## src/rtl/reg_bank_write_demux_pkg.sv

```systemverilog
// Shared constants for the register-bank write side and its read-mux consumers.
// Register k occupies R_FLAT[k*DATA_WIDTH +: DATA_WIDTH] on the flat contents bus.
package reg_bank_write_demux_pkg;

    localparam int DATA_WIDTH  = 32;
    localparam int INDEX_WIDTH = 5;
    localparam int REG_COUNT   = 2 ** INDEX_WIDTH;
    localparam int COUNT_WIDTH = 16;

    localparam logic [DATA_WIDTH-1:0] RESET_VALUE = '0;

endpackage

```

## src/rtl/reg_bank_write_demux_decoder.sv

```systemverilog
// 5-to-32 one-hot decoder with enable, composed of a 2-to-4 and a 3-to-8 stage.
// The enable gates the high stage, so a disabled decoder outputs zero whatever the select holds.
module decoder_5x32
    import reg_bank_write_demux_pkg::*;
(
    input  logic                   en,
    input  logic [INDEX_WIDTH-1:0] sel,
    output logic [REG_COUNT-1:0]   onehot
);

    logic [3:0] hi_dec;
    logic [7:0] lo_dec;

    assign hi_dec = en ? (4'b0001 << sel[4:3]) : 4'b0000;
    assign lo_dec = 8'b0000_0001 << sel[2:0];

    for (genvar h = 0; h < 4; h++) begin : g_hi
        for (genvar l = 0; l < 8; l++) begin : g_lo
            assign onehot[h*8 + l] = hi_dec[h] & lo_dec[l];
        end
    end

endmodule

```

## src/rtl/reg_bank_write_demux.sv

```systemverilog
// Register-bank write side: decodes one write per cycle into a one-hot enable and
// loads the selected register; all contents are exposed on R_FLAT for the read muxes.
module reg_bank_write_demux
    import reg_bank_write_demux_pkg::*;
#(
    parameter int DATA_W    = DATA_WIDTH,
    parameter int ZERO_REG0 = 1
) (
    input  logic                          CLK,
    input  logic                          RST,
    input  logic                          WR_EN,
    input  logic [INDEX_WIDTH-1:0]        WR_ADDR,
    input  logic [DATA_W-1:0]             WR_DATA,
    output logic [REG_COUNT-1:0]          WE_ONEHOT,
    output logic                          WR_ACK,
    output logic [COUNT_WIDTH-1:0]        WR_COUNT,
    output logic [REG_COUNT*DATA_W-1:0]   R_FLAT
);

    // Counter advances modulo 2**COUNT_WIDTH with no saturation.
    function automatic logic [COUNT_WIDTH-1:0] count_inc(input logic [COUNT_WIDTH-1:0] c);
        return c + COUNT_WIDTH'(1);
    endfunction

    logic                   drop_p0;
    logic                   commit_p0;
    logic [REG_COUNT-1:0]   dec_onehot_p0;

    logic [REG_COUNT-1:0]   we_onehot_p1;
    logic                   vld_p1;
    logic [COUNT_WIDTH-1:0] wr_count_p1;

    // Stage p0: qualify the request, then decode; a dropped register-0 write never enables a flop.
    assign drop_p0   = (ZERO_REG0 != 0) && (WR_ADDR == '0);
    assign commit_p0 = WR_EN && !drop_p0;

    decoder_5x32 u_decoder (
        .en     (commit_p0),
        .sel    (WR_ADDR),
        .onehot (dec_onehot_p0)
    );

    // Stage p1: register storage, one enable-qualified flop bank per index.
    for (genvar k = 0; k < REG_COUNT; k++) begin : g_reg
        logic [DATA_W-1:0] q_p1;

        always_ff @(posedge CLK or negedge RST) begin
            if (!RST) begin
                q_p1 <= DATA_W'(RESET_VALUE);
            end else if (dec_onehot_p0[k]) begin
                q_p1 <= WR_DATA;
            end
        end

        assign R_FLAT[k*DATA_W +: DATA_W] = q_p1;
    end

    always_ff @(posedge CLK or negedge RST) begin
        if (!RST) begin
            we_onehot_p1 <= '0;
            vld_p1       <= 1'b0;
            wr_count_p1  <= '0;
        end else begin
            we_onehot_p1 <= dec_onehot_p0;
            vld_p1       <= commit_p0;
            if (commit_p0) begin
                wr_count_p1 <= count_inc(wr_count_p1);
            end
        end
    end

    assign WE_ONEHOT = we_onehot_p1;
    assign WR_ACK    = vld_p1;
    assign WR_COUNT  = wr_count_p1;

endmodule
```

## config.mk

```make
export PLATFORM = sky130hd
export DESIGN_NAME = reg_bank_write_demux
export DESIGN_NICKNAME = d
export VERILOG_FILES = /design/src/rtl/reg_bank_write_demux_pkg.sv /design/src/rtl/reg_bank_write_demux_decoder.sv /design/src/rtl/reg_bank_write_demux.sv
export SDC_FILE = /design/constraint.sdc
export NUM_CORES = 2
export LEC_CHECK = 0
export BUFFER_PORTS_ARGS = -buffer_cell sky130_fd_sc_hd__buf_2
export CAP_MARGIN = 10
export CORE_AREA = 2 2 428 430
export CTS_BUF_LIST = sky130_fd_sc_hd__clkbuf_4
export DETAILED_ROUTE_END_ITERATION = 7
export DIE_AREA = 0 0 430 432
export PLACE_DENSITY = 0.44
export SYNTH_ARGS = -nofsm -noshare
export SYNTH_HDL_FRONTEND = slang
export SYNTH_SLANG_ARGS = --single-unit
```

## constraint.sdc

```tcl
create_clock -name CLK -period 3.33 [get_ports CLK]
set_input_delay 0.1665 -clock CLK [delete_from_list [all_inputs] [get_ports CLK]]
set_output_delay 0.1665 -clock CLK [all_outputs]
set_load 0.03 [all_outputs]
```

==> run metrics <==
status finished, final reports clean; PnR Total Power 0.0406 W; FMAX about 0.36 GHz; WS Path Type in2reg; Max Buffers Root-to-Sink 4; share of the synthesized area in the top cell type 67.1%; Switching Share 37.4%; drt pass-1 iters 5; vias per cell ~4.1; Clock Latency Late Sink 1.26 ns; largest fanout on the critical path 6; Yosys warning count 0; Worst-path clk slew 0.06 ns; endpoint type of the worst setup path flop; via count 26.1k; post-cts sizing count 0; worst slack at placement around 0.55 ns; Synth cell types 31; htree depth 5; clock skew 0.0301 ns; Async S/R FF share, synth between 90% and 100%; Overflow after GRT 0; Die ar. 186000 µm²; setup ws final 0.564 ns; Port Buffers 1112; IO Pins 1113; top_reg_cell synth dfrtp_1; crit start category input port; Critical Path, Cell by Cell dlygate4sd3_1 > buf_2 > dlygate4sd3_1 > nor2_1 > dlygate4sd3_1 > a21oi_1 > dlygate4sd3_1 > dlygate4sd3_1 > mux2_2; maxcap violations 0; final worst-path cycle share roughly 83%; Peak VDD IR 0.389 mV; Nets about 3.8k; gpl congestion roughly 0.76; Post-Place Cell Area 48500 µm²; post-synthesis sequential area ratio 67.1%; Comb power frac between 20% and 30%; crit-path leading delay family buffers and inverters; Post-Syn Nets between 2k and 2.5k; Gate Count Post-Synth 2410; Placed Cells approximately 5.7k; Seq pwr share 40.9%; initial antenna violation count 14; Die Ht approximately 430 µm; Mapped Area 40000 µm²; root buffer selected by CTS clkbuf_4; Int Pwr approximately 0.025 W; residual DRC count 0; fin crit period 2.77 ns; Core ar. 182000 µm²; Avg WL per Cell 26.4 µm; Final Setup Violations 0; Min-Delay Path Class in2reg; Crit path largest cell delay roughly 0.68 ns; P_sw 0.0152 W; RSZ-0062 raised after global routing no; Synth-to-Final Area Change 32.2%; number of fill cells 18.8k; Clock power frac between 30% and 40%; first-pass GRT wire length around 230000 µm; Slew HR 26.2%; Detailed Place HPWL between 100000 and 150000 µm; Initial Util 22.0%; Synth area leaders dfrtp_1, mux2_2, mux2_4; critical path's slowest cell dlygate4sd3_1; CTS sink count 1073; cell repeated most along the worst path dlygate4sd3_1; layout cells sized above 1 67.1%; vias in the first global route 27.7k; Post-CTS Setup Bufs 0; Routed WL around 170000 µm; GRT Total Usage 17.6%; Hold Vio Cnt, Final 0; WP buf/inv 6; Post-synth EDFFs 0; cell row count approximately 160; 1st-iter DRT viols roughly 1.1k; count of state elements after synthesis around 1.1k; PD cells 768 nW/µm²; Final Non-Filler Cells 6345; Final Slew Violations 0; post-route ant nets 0; CTS tree yes; Worst Path Arrival 3.90 ns; syn avg cell area 16.6 µm²; largest net degree at the start of global routing 88; number of buffers created by CTS 329; P_leak 27.8 nW; Required @ worst endpoint about 4.5 ns; width of the chip 430 µm; cell taking the most area after synthesis dfrtp_1; worst-margin pin slew 1.11 ns; Final TNS setup 0 ns; final instance area 52900 µm²
[final timing paths]
kind                            depth (start not counted)              start  slack [ns]                 end
worst min-delay path                                    3        WR_DATA[17]        0.23  g_reg[14].q_p1[17]
worst max register to register                          5        WR_COUNT[3]        1.49        WR_COUNT[15]
worst min register to register                          0  g_reg[0].q_p1[12]        0.37   g_reg[0].q_p1[12]
max in group asynchronous                               5                RST        2.05   g_reg[20].q_p1[6]
min in group asynchronous                               4                RST        0.38  g_reg[12].q_p1[31]
worst max-delay path                                    9         WR_ADDR[3]        0.56         WR_COUNT[1]
[kinds of logic (layout without fill, tap and decap cells)]
group | count (synthesis) | in the layout | share of synthesized area, %
flops | 1073 | 1073 | 67.1
mux | 993 | 993 | 28.8
buf+inv | 252 | 1793 | 2.80
simple gates | 72 | 72 | 0.919
xor+xnor | 15 | 15 | 0.328
compound gates | 3 | 3 | 0.0438
fa+ha+maj | 1 | 1 | 0.0313
other cells | 1 | 10 | 0.00937
[what timing repair did]
action | in CTS | in global routing
hold buffers | 59 | 0
endpoints found under the setup margin | 0 | 0
hold endpoints to repair | 2113 | 0
[final cells by class]
class	instances	area (µm²)	share of cell area, %
Sequential cell	1073	26900	50.8
Multi-Input combinational cell	1085	12200	23.1
Timing Repair Buffer	1242	6970	13.2
Clock buffer	468	3510	6.64
Tap cell	2385	2980	5.64
Clock inverter	62	277	0.523
Inverter	21	78.8	0.149
Antenna cell	9	22.5	0.0426
[layer usage]
| metal | wire length (µm) | GRT usage (%) | vias up |
|---|---|---|---|
| met3 | 10300 | 5.11 | 243 |
| met5 | 0 | 0 | - |
| met4 | 5120 | 7.18 | 0 |
| met2 | 85800 | 30.6 | 912 |
| met1 | 66200 | 20.3 | 13777 |
| li1 | - | - | 11179 |
[power by group through the flow]
| stage | combinational [W] | clock [W] | sequential (W) |
|---|---|---|---|
| floorplan | 0.00234 | 0 | 0.0216 |
| global placement | 0.0118 | 0 | 0.0167 |
| detailed placement | 0.0119 | 0 | 0.0168 |
| CTS | 0.0119 | 0.0129 | 0.0166 |
| global route | 0.0122 | 0.0136 | 0.0169 |
| finish | 0.0117 | 0.0123 | 0.0166 |
[worst register-to-register path, stage by stage, from the launching register on]
cell      delay [ns]
dfrtp_1         0.69
nand4_1         0.15
a211oi_1        0.33
buf_4           0.24
nand3_1         0.13
xnor2_1         0.17
[registers in the layout, summed over array words and instances (netlist names)]
| register | count |
|---|---|
| g.q_p1 | 1024 |
| WE_ONEHOT | 32 |
| WR_COUNT | 16 |
| WR_ACK | 1 |
[cells in the final DEF (no fill, tap or decap), drive strengths merged]
cell type	Yosys	routed
buf	100	1184
dfrtp	1073	1073
mux2	993	993
clkbuf	131	468
dlygate4sd3	0	58
clkinv	0	56
inv	21	26
nand2	22	22
nor2	15	15
xnor2	13	13
diode	0	9
nand3	9	9
nand4	5	5
or2	4	4
and3	3	3
nor3b	3	3
nand3b	3	3
nor3	3	3
a21oi	2	2
xor2	2	2
nand2b	2	2
conb	1	1
and4	1	1
or3	1	1
a211oi	1	1
and2	1	1
ha	1	1
bufinv	0	1
[cells in the mapped netlist, types with 3 or more instances]
| cell | instances |
|---|---|
| nor2_1 | 11 |
| mux2_4 | 87 |
| buf_4 | 6 |
| inv_1 | 21 |
| buf_6 | 9 |
| dfrtp_1 | 1073 |
| clkbuf_1 | 131 |
| and3_1 | 3 |
| or2_1 | 4 |
| nand3_1 | 9 |
| nor3b_1 | 3 |
| nand3b_1 | 3 |
| buf_2 | 69 |
| mux2_2 | 868 |
| nand4_1 | 5 |
| mux2_1 | 38 |
| buf_1 | 16 |
| xnor2_1 | 13 |
| nor2_2 | 4 |
| nand2_1 | 22 |
[through the flow]
stage	hold WS, ns	util (%)
after floorplan	-0.129	-
after global placement	0.318	26.7
after detailed placement	0.315	26.7
after CTS	0.00112	29.1
after global routing	0.0696	29.1
final	0.229	29.1
No activity file was read; power rests on OpenSTA's default activity.
